File: config.mk
export PLATFORM = sky130hd
export DESIGN_NAME = ahb_sram_slave
export DESIGN_NICKNAME = d
export VERILOG_FILES = /design/src/rtl/ahb_sramc_pkg.sv /design/src/rtl/ahb_lane_decode.sv /design/src/rtl/ahb_sram_slave.sv
export SDC_FILE = /design/constraint.sdc
export NUM_CORES = 1
export LEC_CHECK = 0
export CAP_MARGIN = 30
export CORE_AREA = 2 2 88 90
export CTS_BUF_LIST = sky130_fd_sc_hd__clkbuf_4 sky130_fd_sc_hd__clkbuf_8
export DETAILED_ROUTE_END_ITERATION = 10
export DIE_AREA = 0 0 90 92
export GPL_ROUTABILITY_DRIVEN = 0
export GPL_TIMING_DRIVEN = 0
export PLACE_DENSITY = 0.83
export SYNTH_ARGS = -nofsm -noshare
export SYNTH_HDL_FRONTEND = slang
export SYNTH_HIERARCHICAL = 1
export SYNTH_SLANG_ARGS = --single-unit
File: constraint.sdc
create_clock -name hclk -period 3.6 [get_ports hclk]
set_input_delay 0.72 -clock hclk [delete_from_list [all_inputs] [get_ports hclk]]
set_output_delay 0.72 -clock hclk [all_outputs]
set_load 0.005 [all_outputs]
File: src/rtl/ahb_sramc_pkg.sv
// Shared types and constants for the AHB-Lite SRAM slave.
//   htrans_e : AHB transfer types
//   hsize_e  : supported transfer sizes
//   hresp_e  : slave response codes
//   state_e  : slave control state
package ahb_sramc_pkg;

  localparam int NUM_LANES  = 4;
  localparam int NUM_GROUPS = 2;

  typedef enum logic [1:0] {
    HTRANS_IDLE   = 2'b00,
    HTRANS_BUSY   = 2'b01,
    HTRANS_NONSEQ = 2'b10,
    HTRANS_SEQ    = 2'b11
  } htrans_e;

  typedef enum logic [2:0] {
    HSIZE_BYTE = 3'd0,
    HSIZE_HALF = 3'd1,
    HSIZE_WORD = 3'd2
  } hsize_e;

  typedef enum logic [1:0] {
    HRESP_OKAY  = 2'b00,
    HRESP_ERROR = 2'b01
  } hresp_e;

  typedef enum logic [1:0] {
    ST_IDLE,
    ST_WR,
    ST_ERR1,
    ST_ERR2
  } state_e;

endpackage

File: src/rtl/ahb_lane_decode.sv
// Combinational byte-lane decode for a 32-bit AHB transfer.
//   size    : hsize of the transfer
//   addr_lo : haddr[1:0]
//   lanes   : active byte lanes (zero when illegal)
//   illegal : unsupported size or misaligned address
module ahb_lane_decode
  import ahb_sramc_pkg::*;
(
  input  logic [2:0] size,
  input  logic [1:0] addr_lo,
  output logic [3:0] lanes,
  output logic       illegal
);

  always_comb begin
    lanes   = 4'b0000;
    illegal = 1'b0;
    case (size)
      HSIZE_BYTE: lanes = 4'b0001 << addr_lo;
      HSIZE_HALF: begin
        lanes   = addr_lo[1] ? 4'b1100 : 4'b0011;
        illegal = addr_lo[0];
      end
      HSIZE_WORD: begin
        lanes   = 4'b1111;
        illegal = (addr_lo != 2'b00);
      end
      default: illegal = 1'b1;
    endcase
    if (illegal) lanes = 4'b0000;
  end

endmodule

File: src/rtl/ahb_sram_slave.sv
// AHB-Lite slave in front of 8 single-port 8Kx8 SRAM banks (2 groups x 4 lanes).
//   hclk/hreset        : clock, synchronous active-high reset
//   hsel..hwdata       : AHB-Lite slave inputs
//   hready_resp/hresp  : slave ready and response
//   hrdata             : read data (zero outside a read data phase)
//   sram_ce/we/addr    : bank strobes, bank index = group*4 + lane
//   sram_wdata         : lane k feeds banks k and k+4
//   sram_rdata_g0/g1   : per-group read data, one cycle after the strobe
module ahb_sram_slave
  import ahb_sramc_pkg::*;
#(
  parameter int ADDR_WIDTH      = 32,
  parameter int DATA_WIDTH      = 32,
  parameter int SRAM_ADDR_WIDTH = 13,
  parameter int SRAM_DATA_WIDTH = 8,
  parameter int HSIZE_WIDTH     = 3,
  parameter int HTRANS_WIDTH    = 2,
  parameter int HRESP_WIDTH     = 2
) (
  input  logic                       hclk,
  input  logic                       hreset,
  input  logic                       hsel,
  input  logic [ADDR_WIDTH-1:0]      haddr,
  input  logic [HTRANS_WIDTH-1:0]    htrans,
  input  logic [HSIZE_WIDTH-1:0]     hsize,
  input  logic [2:0]                 hburst,
  input  logic                       hwrite,
  input  logic                       hready,
  input  logic [DATA_WIDTH-1:0]      hwdata,
  output logic                       hready_resp,
  output logic [HRESP_WIDTH-1:0]     hresp,
  output logic [DATA_WIDTH-1:0]      hrdata,
  output logic [7:0]                 sram_ce,
  output logic                       sram_we,
  output logic [SRAM_ADDR_WIDTH-1:0] sram_addr,
  output logic [DATA_WIDTH-1:0]      sram_wdata,
  input  logic [DATA_WIDTH-1:0]      sram_rdata_g0,
  input  logic [DATA_WIDTH-1:0]      sram_rdata_g1
);

  state_e                     state, state_nxt;
  logic                       rd_pend, rd_pend_nxt;
  logic                       rst_dly;
  logic                       cap_wr;
  logic                       decode_en;

  logic [3:0]                 wr_lanes_p1;
  logic                       wr_group_p1;
  logic [SRAM_ADDR_WIDTH-1:0] wr_word_p1;
  logic                       rd_group_p1;

  logic [3:0]                 lanes;
  logic                       illegal;
  logic [3:0]                 ce_lanes;
  logic                       ce_group;

  // Outputs stay quiet during reset and for one cycle after it.
  logic hold;
  assign hold = hreset | rst_dly;

  logic                       grp;
  logic [SRAM_ADDR_WIDTH-1:0] word;
  logic                       accept;
  logic                       rd_req;
  assign grp    = haddr[15];
  assign word   = haddr[2 +: SRAM_ADDR_WIDTH];
  assign accept = hsel & hready & htrans[1] & ~hold;
  // Read presented during a write data phase; independent of hready.
  assign rd_req = hsel & htrans[1] & ~hwrite;

  logic unused_bits;
  assign unused_bits = ^{haddr[ADDR_WIDTH-1:16], htrans[0], hburst};

  ahb_lane_decode u_lane_decode (
    .size    (hsize),
    .addr_lo (haddr[1:0]),
    .lanes   (lanes),
    .illegal (illegal)
  );

  always_ff @(posedge hclk) begin
    if (hreset) begin
      state   <= ST_IDLE;
      rd_pend <= 1'b0;
      rst_dly <= 1'b1;
    end else begin
      state   <= state_nxt;
      rd_pend <= rd_pend_nxt;
      rst_dly <= 1'b0;
    end
  end

  // Stage p1: address-phase info held for the following data phase.
  always_ff @(posedge hclk) begin
    if (cap_wr) begin
      wr_lanes_p1 <= lanes;
      wr_group_p1 <= grp;
      wr_word_p1  <= word;
    end
    if (rd_pend_nxt) rd_group_p1 <= grp;
  end

  always_comb begin
    state_nxt   = state;
    rd_pend_nxt = 1'b0;
    cap_wr      = 1'b0;
    decode_en   = 1'b0;
    ce_lanes    = 4'b0000;
    ce_group    = 1'b0;
    sram_we     = 1'b0;
    sram_addr   = '0;
    sram_wdata  = '0;
    hready_resp = 1'b1;
    hresp       = HRESP_OKAY;

    case (state)
      ST_IDLE: decode_en = 1'b1;
      ST_WR: begin
        ce_lanes  = wr_lanes_p1;
        ce_group  = wr_group_p1;
        sram_we   = 1'b1;
        sram_addr = wr_word_p1;
        for (int k = 0; k < NUM_LANES; k++)
          sram_wdata[k*SRAM_DATA_WIDTH +: SRAM_DATA_WIDTH] =
            hwdata[k*SRAM_DATA_WIDTH +: SRAM_DATA_WIDTH];
        state_nxt = ST_IDLE;
        if (rd_req) begin
          // Stall so the read is strobed only after this write lands.
          hready_resp = 1'b0;
        end else if (accept) begin
          if (illegal) begin
            state_nxt = ST_ERR1;
          end else if (hwrite) begin
            cap_wr    = 1'b1;
            state_nxt = ST_WR;
          end
        end
      end
      ST_ERR1: begin
        hready_resp = 1'b0;
        hresp       = HRESP_ERROR;
        state_nxt   = ST_ERR2;
      end
      ST_ERR2: begin
        hresp     = HRESP_ERROR;
        decode_en = 1'b1;
      end
      default: state_nxt = ST_IDLE;
    endcase

    if (decode_en) begin
      state_nxt = ST_IDLE;
      if (accept) begin
        if (illegal) begin
          state_nxt = ST_ERR1;
        end else if (hwrite) begin
          cap_wr    = 1'b1;
          state_nxt = ST_WR;
        end else begin
          ce_lanes    = lanes;
          ce_group    = grp;
          sram_addr   = word;
          rd_pend_nxt = 1'b1;
        end
      end
    end

    if (hold) begin
      ce_lanes    = 4'b0000;
      sram_we     = 1'b0;
      sram_addr   = '0;
      sram_wdata  = '0;
      hready_resp = 1'b1;
      hresp       = HRESP_OKAY;
    end

    sram_ce = ce_group ? {ce_lanes, 4'b0000} : {4'b0000, ce_lanes};
  end

  always_comb begin
    hrdata = '0;
    if (rd_pend && !hold) hrdata = rd_group_p1 ? sram_rdata_g1 : sram_rdata_g0;
  end

endmodule

# --- After elaboration in Yosys (flattened, before gate mapping) ---
# Index checks and enable logic that the tools add are counted.
# W data, S select, Z words.
op_classes:
  n_eq_ne: 5
  n_shift: 1
  muxes: 54
  bitwise_logic: 8
  n_reduce_logical: 8
ops:
  columns: ["operator", "count"]
  rows:
  - ["$mux W32", 4]
  - ["$mux W13", 6]
  - ["$mux W4", 8]
  - ["$mux W1", 26]
  - ["$pmux W4 S3", 1]
  - ["$mux W2", 5]
  - ["$mux W8", 1]
  - ["$and A1 B1 Y1", 5]
  - ["$eq A2 B2 Y1 const B", 2]
  - ["$pmux W2 S2", 1]
  - ["$reduce_or A2 Y1", 2]
  - ["$shl A1 B2 Y4 const A", 1]
  - ["$eq A3 B1 Y1 const B", 1]
  - ["$eq A3 B2 Y1 const B", 1]
  - ["$logic_not A3 Y1", 1]
  - ["$pmux W1 S3", 1]
  - ["$reduce_bool A3 Y1", 1]
  - ["$eq A2 B1 Y1 const B", 1]
  - ["$logic_not A2 Y1", 1]
  - ["$not A1 Y1", 2]
  - ["$pmux W1 S2", 1]
  - ["$reduce_bool A2 Y1", 1]
  - ["$logic_and A1 B1 Y1", 1]
  - ["$logic_not A1 Y1", 1]
  - ["$or A1 B1 Y1", 1]
word_totals:
  regBits: 23
  inputBits: 141
  output_inout_bits: 89
  wordCells: 83

# --- Longest topological paths before layout ---
# Gate-level depths: netlist (run 1).
logic_depth:
  depth_word: 10
  ltp_mapped: 9
  mapped_depth_nobuf: 6

# --- Hierarchy ---
# The synthesis (run 1) kept the hierarchy.
by_module_without_submodules:
  columns: ["mod", "n_inst", "cells_each", "area_each_um2", "seq_area_each_um2"]
  rows:
  - ["ahb_sram_slave", 1, 237, 2029.4, 650.6]
  - ["ahb_lane_decode", 1, 19, 125.1, 0.0]

# --- Worst setup path before layout (run 1) ---
# Ideal clock, no wire load.
synth_timing:
  path_type: "input-to-output"
  startpoint: "in haddr[0]"
  endpoint: "out sram_ce[1]"
  t_arrival_ps: 2154
  required_time_ps: 2880
  slack_ps: 726
  stages: 9
  n_path_buf: 3
  path_cell_list: "buf_2 -> o21a_1 -> o22ai_1 -> nand2b_1 -> and4bb_2 -> and2_4 -> buf_6 -> buf_12 -> mux2i_1"
synth_via:
  elab_chain_len: 9
  word_cells_on_any_way: 14
  cone_classes: "shift (1); mux (12); reduce/logical (1)"
synth_lines:
  columns: ["item", "line_no", "text"]
  rows:
  - ["start: declaration", "ahb_sram_slave.sv:23", "input logic [ADDR_WIDTH-1:0] haddr,"]
  - ["$reduce_bool A2 Y1", "ahb_lane_decode.sv:26", "illegal = (addr_lo != 2'b00);"]
  - ["$pmux W1 S3 (*)", "ahb_lane_decode.sv:18", "case (size)"]
  - ["via illegal", "ahb_sram_slave.sv:53", "logic illegal;"]
  - ["$mux W4", "ahb_lane_decode.sv:30", "if (illegal) lanes = 4'b0000;"]
  - ["$mux W4", "ahb_sram_slave.sv:156", "end else if (hwrite) begin"]
  - ["$mux W4", "ahb_sram_slave.sv:154", "if (illegal) begin"]
  - ["$mux W4", "ahb_sram_slave.sv:153", "if (accept) begin"]
  - ["$mux W4", "ahb_sram_slave.sv:151", "if (decode_en) begin"]
  - ["$mux W4", "ahb_sram_slave.sv:168", "if (hold) begin"]
  - ["$mux W8 (*)", "ahb_sram_slave.sv:177", "sram_ce = ce_group ? {ce_lanes, 4'b0000} : {4'b0000, ce_lanes};"]
  - ["end: declaration", "ahb_sram_slave.sv:33", "output logic [7:0] sram_ce,"]
# Mark *: on every way through the listed nets, which the timed path passes. The rest lies on a longest branch.

# --- Worst setup path in the final report (run 1) ---
layout_timing:
  startpoint: "in hsize[2]"
  endpoint: "out sram_addr[9]"
layout_via:
  elab_chain_len: 6
  word_cells_on_any_way: 8
  cone_classes: "eq/ne (2); mux (5); reduce/logical (1)"
layout_lines:
  columns: ["item", "line_no", "text"]
  rows:
  - ["start: declaration", "ahb_sram_slave.sv:25", "input logic [HSIZE_WIDTH-1:0] hsize,"]
  - ["$eq A3 B2 Y1 (tied with other cells)", "ahb_lane_decode.sv:18", null]
  - ["$pmux W1 S3 (*)", "ahb_lane_decode.sv:18", null]
  - ["via illegal", "ahb_sram_slave.sv:53", null]
  - ["$mux W13 (*)", "ahb_sram_slave.sv:154", null]
  - ["$mux W13 (*)", "ahb_sram_slave.sv:153", null]
  - ["$mux W13 (*)", "ahb_sram_slave.sv:151", null]
  - ["$mux W13 (*)", "ahb_sram_slave.sv:168", null]
  - ["end: declaration", "ahb_sram_slave.sv:35", "output logic [SRAM_ADDR_WIDTH-1:0] sram_addr,"]
# Marked as above.

==> out/metrics.csv, run 1 <==
metric,value,unit
Hold Crit Class,flip-flop to flip-flop,
headroom to the max-slew limit,0.368,
CP Launch Type,input port,
root buf cell,clkbuf_8,
Peak supply drop,0.110,mV
vias in the first global route,2608,
cells after synthesis,256,
router iterations before antenna repair,4,
Worst-Skew Late Latency,260,ps
Clock Path Buffers,2,
port bufs,206,
number of library cell types mapped by synthesis,39,
Max Freq,285,MHz
Die Ht,92,um
RSZ-0062 raised after global routing,false,
"Cell Chain, Critical Path","clkdlybuf4s50_1, nand2b_1, and4bb_4, and2_4, buf_6, buf_6, o21ai_0, clkdlybuf4s50_1",
P_leak,1.77,nW
Seq cells post-synth,23,
number of flops mapped to enable cells by yosys,19,
Sw Pwr,143,uW
core area,7450,um2
detailed-route DRC error count,0,
mapped cell area,2150,um2
CTS tree,yes,
share of cells above drive strength 1,0.0665,
Iteration-0 DRC Markers,109,
most used routing layer in global routing,met2,
final setup TNS,0,ps
Syn. warnings,6,
number of setup violations in the final report,0,
master of the slowest instance on the critical path,clkdlybuf4s50_1,
Vias/cell,4.62,
total global routing overflow,0,
"Net Count, Synth",401,
placed cells,564,
met1 Use GR,0.251,
Worst Setup End Kind,output pin,
critical path type,input port to output pin,
Die ar.,8280,um2
initial antenna violation count,2,
Post-synth top flop,edfxtp_1,
most frequent cells in the layout,"clkdlybuf4s50_1 (191), mux2i_1 (39), nor2_1 (35), and2_1 (33), nand3_1 (29)",
Die Wd,90,um
P_int,502,uW
M3 GR Usage,0.0879,
Max-Cap Viols,0,
dpl hpwl,7540,um
Starting Density,0.289,
pwr/cell area,146,nW/um2
Synth async-reset ratio,0,
fin. max-slew vios,0,
synthesis-to-finish area growth,106,%
first-pass GRT wire length,14100,um
outcome,finished clean,
CP peak stage delay,540,ps
Avg WL per Cell,16.0,um
switching portion of total power,0.222,
fill count,667,
Comb power frac,0.295,
clock-pin slew on the worst setup and hold paths,90,ps
minimum clock period,3510,ps
share of total power in the clock network,0.254,
"Req. time, crit path",2880,ps
Total Routed Length,9110,um
crit-path max FO,10,
total power,645,uW
"Period Utilization, post-route",0.975,
GR Util met2,0.376,
sequential power share,0.450,
post-synthesis sequential area ratio,0.302,
Finished Layout Cells,570,
WHS,556,ps
I/O pin count,230,
Antenna Nets Post-Route,0,
worst-case clock skew,3.55,ps
H-tree levels,1,
Sinks on Clock Net,23,
# rows,32,
DR vias,2635,
worst slew pin tran,946,ps
CTS Buf Count,3,
critical path arrival,2790,ps
GRT Total Usage,0.212,
Final Util,0.595,
largest net degree at the start of global routing,19,
count of final hold-check violations,0,
mean post-synth cell area,8.42,um2
final-stage net count,612,
"most common cell after layout, fill and taps aside",clkdlybuf4s50_1,
==> cell usage after synthesis (2+ instances only) <==
| library cell | instances | area share |
|---|---|---|
| o21ai_1 | 4 | 0.0093 |
| clkbuf_1 | 9 | 0.016 |
| nor2_1 | 37 | 0.064 |
| nor3_1 | 3 | 0.0070 |
| dfxtp_1 | 4 | 0.037 |
| nand2_1 | 11 | 0.019 |
| buf_2 | 8 | 0.019 |
| o21a_1 | 2 | 0.0070 |
| nand4_1 | 5 | 0.015 |
| ha_1 | 4 | 0.023 |
| and2_1 | 33 | 0.096 |
| mux2i_1 | 40 | 0.19 |
| o21ai_0 | 13 | 0.030 |
| nand4b_1 | 2 | 0.0081 |
| nand3_1 | 29 | 0.067 |
| edfxtp_1 | 19 | 0.26 |
| and4bb_2 | 2 | 0.012 |
| buf_6 | 4 | 0.021 |
| buf_4 | 2 | 0.0070 |
| inv_1 | 3 | 0.0052 |
| a21oi_1 | 2 | 0.0046 |
| nand2b_1 | 3 | 0.0087 |
==> metrics by stage <==
step / setup slack (ps) / instance area [um2]
after global placement: -331 / 4340
after floorplan: 726 / 2150
after detailed placement: -372 / 4350
after CTS: 2.41 / 4400
after global routing: 1.04 / 4420
final: 89.7 / 4430
==> final timing paths <==
path                  from             to  slack [ps]  depth (start not counted)
setup / recovery  hsize[2]   sram_addr[9]          90                          8
hold / removal    state[0]       state[0]         560                          2
setup reg to reg  state[1]  wr_word_p1[1]        1240                          6
hold reg to reg   state[0]       state[0]         560                          2
==> state kept, by name, summed over array words and instances, names as in the netlist <==
signal,flops
wr_lanes_p1,4
state,2
rd_pend,1
rst_dly,1
wr_word_p1,13
rd_group_p1,1
wr_group_p1,1
==> power by group through the flow <==
stage / sequential (mW) / combinational (mW) / clock (mW)
2_1_floorplan: 0.296 / 0.0418 / 0
3_3_place_gp: 0.296 / 0.185 / 0
3_5_place_dp: 0.296 / 0.189 / 0
4_1_cts: 0.290 / 0.191 / 0.170
5_1_grt: 0.291 / 0.205 / 0.177
6_report: 0.290 / 0.191 / 0.164
==> layer usage <==
metal | routed length (um) | part of all wire | vias up
met2 | 4420 | 0.49 | 134
li1 | - | - | 1318
met4 | 10 | 0.0011 | 0
met1 | 3700 | 0.41 | 1181
met3 | 979 | 0.11 | 2
met5 | 0 | 0 | -
==> worst max-delay path, delay by kind of cell <==
family / cells / cell delay [ps]
simple gates: 3 / 540
compound gates: 1 / 180
buf+inv: 4 / 1340
==> cells by family after synthesis <==
family | Yosys count | synth area share
xor+xnor | 1 | 0.00407
other cells | 1 | 0.00174
mux | 40 | 0.186
compound gates | 27 | 0.0720
fa+ha+maj | 4 | 0.0232
flops | 23 | 0.302
simple gates | 132 | 0.333
buf+inv | 28 | 0.0784
==> cell type report <==
type / instances / area, um2 / share of cell area
Timing Repair Buffer: 207 / 2080 / 0.469
Clock buffer: 3 / 41.3 / 0.00932
Clock inverter: 1 / 5.00 / 0.00113
Antenna cell: 2 / 5.00 / 0.00113
Inverter: 4 / 15.0 / 0.00339
Buffer: 23 / 153 / 0.0345
Multi-Input combinational cell: 205 / 1360 / 0.306
Tap cell: 102 / 128 / 0.0288
Sequential cell: 23 / 651 / 0.147
==> what timing repair did <==
item	4_1_cts	5_1_grt
setup endpoints to repair	49	37
resized for setup	13	13
setup buffers	1	0
hold buffers	0	0
endpoints found under the hold margin	0	0
pin swaps	1	0
Note: power is estimated with default switching activity, not from simulation.
==> run 2: changes to the inputs <==
--- a/config.mk
+++ b/config.mk
@@ -5,9 +5,10 @@
 export SDC_FILE = /design/constraint.sdc
 export NUM_CORES = 1
 export LEC_CHECK = 0
-export CAP_MARGIN = 30
+export CAP_MARGIN = 40
 export CORE_AREA = 2 2 88 90
 export CTS_BUF_LIST = sky130_fd_sc_hd__clkbuf_4 sky130_fd_sc_hd__clkbuf_8
+export CTS_CLUSTER_DIAMETER = 50
 export DETAILED_ROUTE_END_ITERATION = 10
 export DIE_AREA = 0 0 90 92
 export GPL_ROUTABILITY_DRIVEN = 0
==> out/metrics.csv, run 2 (synthesis results as in run 1) <==
metric,value,unit,change
clock-pin slew on the worst setup and hold paths,80,ps,about the same
minimum clock period,3530,ps,+22.7 ps
number of setup violations in the final report,0,,unchanged
Peak supply drop,0.125,mV,+14%
Worst Setup End Kind,output pin,,
headroom to the max-slew limit,0.489,,+0.120
largest net degree at the start of global routing,14,,-5
Antenna Nets Post-Route,0,,unchanged
fin. max-slew vios,0,,unchanged
pwr/cell area,145,nW/um2,-0.48%
Vias/cell,4.63,,+0.10%
port bufs,206,,unchanged
critical path type,input port to output pin,,
count of final hold-check violations,0,,unchanged
GRT Total Usage,0.210,,-0.00232
Iteration-0 DRC Markers,125,,+15%
"Cell Chain, Critical Path","clkdlybuf4s50_1, nand2b_1, and4bb_4, and2_4, buf_6, buf_12, o21ai_0, clkdlybuf4s50_1",,
pre-CTS setup slack,-369,ps,+2.60 ps
Hold Crit Class,flip-flop to flip-flop,,
critical path arrival,2810,ps,+20 ps
worst slew pin tran,756,ps,-190 ps
Max-Cap Viols,0,,unchanged
vias in the first global route,2611,,+0.12%
router iterations before antenna repair,4,,unchanged
"Period Utilization, post-route",0.981,,+0.00630
final-stage net count,615,,+0.49%
CP top delay family,buffers and inverters,,
H-tree levels,1,,unchanged
worst-case clock skew,3.11,ps,-0.445 ps
most frequent cells in the layout,"clkdlybuf4s50_1 (194), mux2i_1 (40), nor2_1 (35), and2_1 (33), nand3_1 (29)",,
CP Launch Type,input port,,
Max Freq,283,MHz,-0.64%
largest register by flop count,wr_word_p1,,
CTS Buf Count,3,,unchanged
Die Wd,90,um,unchanged
Avg WL per Cell,15.9,um,-0.28%
# rows,32,,unchanged
number of flip-flops in the largest register,13,,unchanged
Die Ht,92,um,unchanged
share of cells above drive strength 1,0.0704,,+0.00384
initial antenna violation count,2,,unchanged
fill count,660,,-1.0%
P_leak,1.73,nW,-2.4%
post-route cell area,4450,um2,+0.45%
master of the slowest instance on the critical path,clkdlybuf4s50_1,,
final worst slack,67.0,ps,-22.7 ps
CP peak stage delay,560,ps,+20 ps
I/O pin count,230,,unchanged
hold_buf cts,0,,unchanged
outcome,finished clean,,
Total Routed Length,9120,um,about the same
Buf/Inv on CP,4,,unchanged
Largest regs,"wr_word_p1 x13, wr_lanes_p1 x4, state x2",,
Sinks on Clock Net,23,,unchanged
crit-path max FO,10,,unchanged
Die ar.,8280,um2,unchanged
core area,7450,um2,unchanged
"Req. time, crit path",2880,ps,about the same
Clock Path Buffers,2,,unchanged
Starting Density,0.289,,unchanged
"most common cell after layout, fill and taps aside",clkdlybuf4s50_1,,
CTS tree,yes,,
root buf cell,clkbuf_8,,
synthesis-to-finish area growth,107,%,
detailed-route DRC error count,0,,unchanged
first-pass GRT wire length,13900,um,-1.5%
Worst-Skew Late Latency,260,ps,about the same
dpl cell area,4360,um2,+0.35%
DR vias,2647,,+0.46%
total global routing overflow,0,,unchanged
cell repeated most along the worst path,clkdlybuf4s50_1,,
dpl hpwl,7530,um,-0.18%
## run 2: cell type report
type	count	area [um2]	area share
antenna	1	2.50	0.000562
buffer	24	163	0.0366
clock buffer	3	41.3	0.00928
clock inverter	1	5.00	0.00112
inverter	4	15.0	0.00337
multi-input combinational	205	1360	0.305
sequential	23	651	0.146
tap	102	128	0.0287
timing repair buffer	209	2090	0.469
## run 2: final timing paths
| kind | from | endpoint | slack (ps) | cells after the start |
|---|---|---|---|---|
| worst min-delay path | state[0] | state[0] | 560 | 2 |
| worst max-delay path | hsize[2] | sram_addr[2] | 70 | 8 |
| worst max register to register | state[1] | wr_word_p1[2] | 1540 | 7 |
| worst min register to register | state[0] | state[0] | 560 | 2 |
## run 2: power breakdown
group	internal (mW)	leakage, nW	switching, mW
clock	0.0773	0.0255	0.0839
sequential	0.288	0.201	0.00223
combinational	0.138	1.50	0.0555
## run 2: per-stage QoR
stage	util	TNS (ps)	std cells	power [mW]	hold slack, ps
5_1_grt	0.597	-26.3	571	0.673	572
6_report	0.597	0	572	0.645	559
3_3_place_gp	0.583	-5460	564	0.481	529
4_1_cts	0.594	0	571	0.647	555
2_1_floorplan	-	0	256	0.338	507
3_5_place_dp	0.586	-6380	565	0.486	541
## run 2: tightest hold or removal path, delay by kind of cell, from the launching register on
family           cells  cell delay [ps]
flip-flops           1              350
AO/OA/AOI/OAI        1               50
AND/OR/NAND/NOR      1              110
## run 2: per-layer routing
metal	routed length, um	GRT usage	vias up
li1	-	-	1324
met5	16	0	-
met4	53	0.0321	2
met3	881	0.0838	8
met1	3730	0.244	1194
met2	4430	0.371	119
## run 2: timing repair
action,in CTS,in global routing
cloned,0,0
pin swaps,1,0
setup buffers,2,0
endpoints found under the setup margin,26,38
gates resized for setup,12,12
==> run 3: changes to the inputs <==
--- a/config.mk
+++ b/config.mk
@@ -6,14 +6,14 @@
 export NUM_CORES = 1
 export LEC_CHECK = 0
 export CAP_MARGIN = 40
-export CORE_AREA = 2 2 88 90
+export CORE_AREA = 2 2 90 92
 export CTS_BUF_LIST = sky130_fd_sc_hd__clkbuf_4 sky130_fd_sc_hd__clkbuf_8
 export CTS_CLUSTER_DIAMETER = 50
 export DETAILED_ROUTE_END_ITERATION = 10
-export DIE_AREA = 0 0 90 92
+export DIE_AREA = 0 0 92 94
 export GPL_ROUTABILITY_DRIVEN = 0
 export GPL_TIMING_DRIVEN = 0
-export PLACE_DENSITY = 0.83
+export PLACE_DENSITY = 0.8
 export SYNTH_ARGS = -nofsm -noshare
 export SYNTH_HDL_FRONTEND = slang
 export SYNTH_HIERARCHICAL = 1
==> constraint.sdc (replaced) <==
create_clock -name hclk -period 3.7 [get_ports hclk]
set_input_delay 0.74 -clock hclk [delete_from_list [all_inputs] [get_ports hclk]]
set_output_delay 0.74 -clock hclk [all_outputs]
set_load 0.005 [all_outputs]
==> out/metrics.csv, run 3 (synthesis results as in run 1) <==
metric,value,unit,change
outcome,finished clean,,
antenna cells,0,,-1
# rows,32,,unchanged
synthesis-to-finish area growth,107,%,
number of setup violations in the final report,0,,unchanged
Peak supply drop,0.151,mV,+20%
switching portion of total power,0.218,,-0.00161
port bufs,206,,unchanged
root buf cell,clkbuf_8,,
most frequent cells in the layout,"clkdlybuf4s50_1 (198), mux2i_1 (40), nor2_1 (36), and2_1 (33), nand3_1 (29)",,
detailed-route DRC error count,0,,unchanged
Max Freq,275,MHz,
CTS Buf Count,3,,unchanged
master of the slowest instance on the critical path,clkdlybuf4s50_1,,
hold_buf cts,0,,unchanged
crit-path max FO,10,,unchanged
Max-Cap Viols,0,,unchanged
CP peak stage delay,560,ps,about the same
fin. max-slew vios,0,,unchanged
GRT Total Usage,0.197,,-0.0122
share of cells above drive strength 1,0.0702,,-0.000150
Hold Crit Class,flip-flop to flip-flop,,
Antenna Nets Post-Route,0,,unchanged
"Req. time, crit path",2960,ps,+80 ps
Sw Pwr,136,uW,-3.6%
"Cell Chain, Critical Path","clkdlybuf4s50_1, nand2b_1, and4bb_4, and2_4, buf_6, buf_6, o21ai_0, clkdlybuf4s50_1",,
largest net degree at the start of global routing,14,,unchanged
final worst slack,57.3,ps,-9.65 ps
Comb power frac,0.296,,-0.003
Avg WL per Cell,15.8,um,-1.0%
core area,7610,um2,+2.2%
count of final hold-check violations,0,,unchanged
Final Util,0.586,,-0.0118
number of flip-flops in the largest register,13,,unchanged
share of total power in the clock network,0.252,,+0.002
Worst Setup End Kind,output pin,,
DR vias,2724,,+2.9%
pwr/cell area,141,nW/um2,-3.1%
fill count,683,,+3.5%
worst slew pin tran,668,ps,-88.8 ps
headroom to the max-slew limit,0.553,,+0.0646
CTS tree,yes,,
critical path arrival,2900,ps,+90 ps
worst-case clock skew,0.444,ps,-2.66 ps
first-pass GRT wire length,13800,um,-0.80%
Die Ht,94,um,+2.2%
P_leak,1.72,nW,-0.11%
Starting Density,0.283,,-0.00609
dpl hpwl,7450,um,-1.0%
initial antenna violation count,0,,-2
total global routing overflow,0,,unchanged
"most common cell after layout, fill and taps aside",clkdlybuf4s50_1,,
Vias/cell,4.76,,+2.9%
WHS,561,ps,+2.05 ps
RSZ-0062 raised after global routing,true,,
Die Wd,92,um,+2.2%
largest register by flop count,wr_word_p1,,
Clock Path Buffers,2,,unchanged
Iteration-0 DRC Markers,93,,-26%
critical path type,input port to output pin,,
H-tree levels,1,,unchanged
Total Routed Length,9020,um,-1.0%
Die ar.,8650,um2,+4.4%
sequential power share,0.452,,about the same
"Period Utilization, post-route",0.985,,
router iterations before antenna repair,4,,unchanged
Sinks on Clock Net,23,,unchanged
clock-pin slew on the worst setup and hold paths,80,ps,about the same
Largest regs,"wr_word_p1 x13, wr_lanes_p1 x4, state x2",,
CP Launch Type,input port,,
pre-CTS setup slack,-326,ps,+43.9 ps
I/O pin count,230,,unchanged
vias in the first global route,2748,,+5.2%
final-stage net count,616,,+0.16%
Worst-Skew Late Latency,260,ps,about the same
P_int,490,uW,-2.7%
minimum clock period,3640,ps,
==> run 3: path summary, 6_finish.rpt <==
| path | slack, ps | end | start | depth (start not counted) |
|---|---|---|---|---|
| worst max-delay path | 60 | sram_addr[7] | hsize[2] | 8 |
| worst min-delay path | 560 | state[0] | state[0] | 2 |
| worst max register to register | 1310 | wr_word_p1[9] | state[0] | 6 |
| worst min register to register | 560 | state[0] | state[0] | 2 |
==> run 3: repair_timing <==
| action | 4_1_cts | 5_1_grt |
|---|---|---|
| setup endpoints to repair | 22 | 43 |
| setup buffers | 4 | 0 |
| pin swaps | 1 | 0 |
| gates resized for setup | 6 | 12 |
| endpoints found under the hold margin | 0 | 0 |
==> run 3: per-stage QoR <==
step / cells / setup TNS (ps) / instance area (um2) / power [mW]
after floorplan: 256 / 0 / 2150 / 0.329
after global placement: 564 / -4130 / 4340 / 0.466
after detailed placement: 565 / -5190 / 4350 / 0.471
after CTS: 573 / 0 / 4430 / 0.627
after global routing: 572 / -3.58 / 4460 / 0.651
final: 572 / 0 / 4460 / 0.626
==> run 3: final cells by class <==
cell class / instances / area (um2) / share of cell area
Timing Repair Buffer: 211 / 2110 / 0.473
Multi-Input combinational cell: 205 / 1360 / 0.304
Clock inverter: 1 / 5.00 / 0.00112
Sequential cell: 23 / 651 / 0.146
Clock buffer: 3 / 41.3 / 0.00927
Buffer: 23 / 151 / 0.0340
Inverter: 4 / 15.0 / 0.00337
Tap cell: 102 / 128 / 0.0286
==> run 3: worst max-delay path, delay by kind of cell <==
family                 cells  cell delay [ps]
and+or+nand+nor            3              550
buffers and inverters      4             1370
AOI/OAI and AO/OA          1              240
==> run 3: metal layers <==
layer,up-vias,global-route usage,share of wire,wire length [um]
li1,1328,-,-,-
met1,1259,0.215,0.37,3370
met2,127,0.362,0.50,4540
met3,10,0.0795,0.11,954
met4,0,0.0398,0.018,159
met5,-,0,0,0
==> run 3: power groups by stage <==
stage               clock [mW]  sequential [mW]  combinational (mW)
finish                   0.158            0.283               0.185
detailed placement           0            0.288               0.183
global route             0.170            0.283               0.199
global placement             0            0.288               0.178
CTS                      0.159            0.282               0.185
floorplan                    0            0.288              0.0407
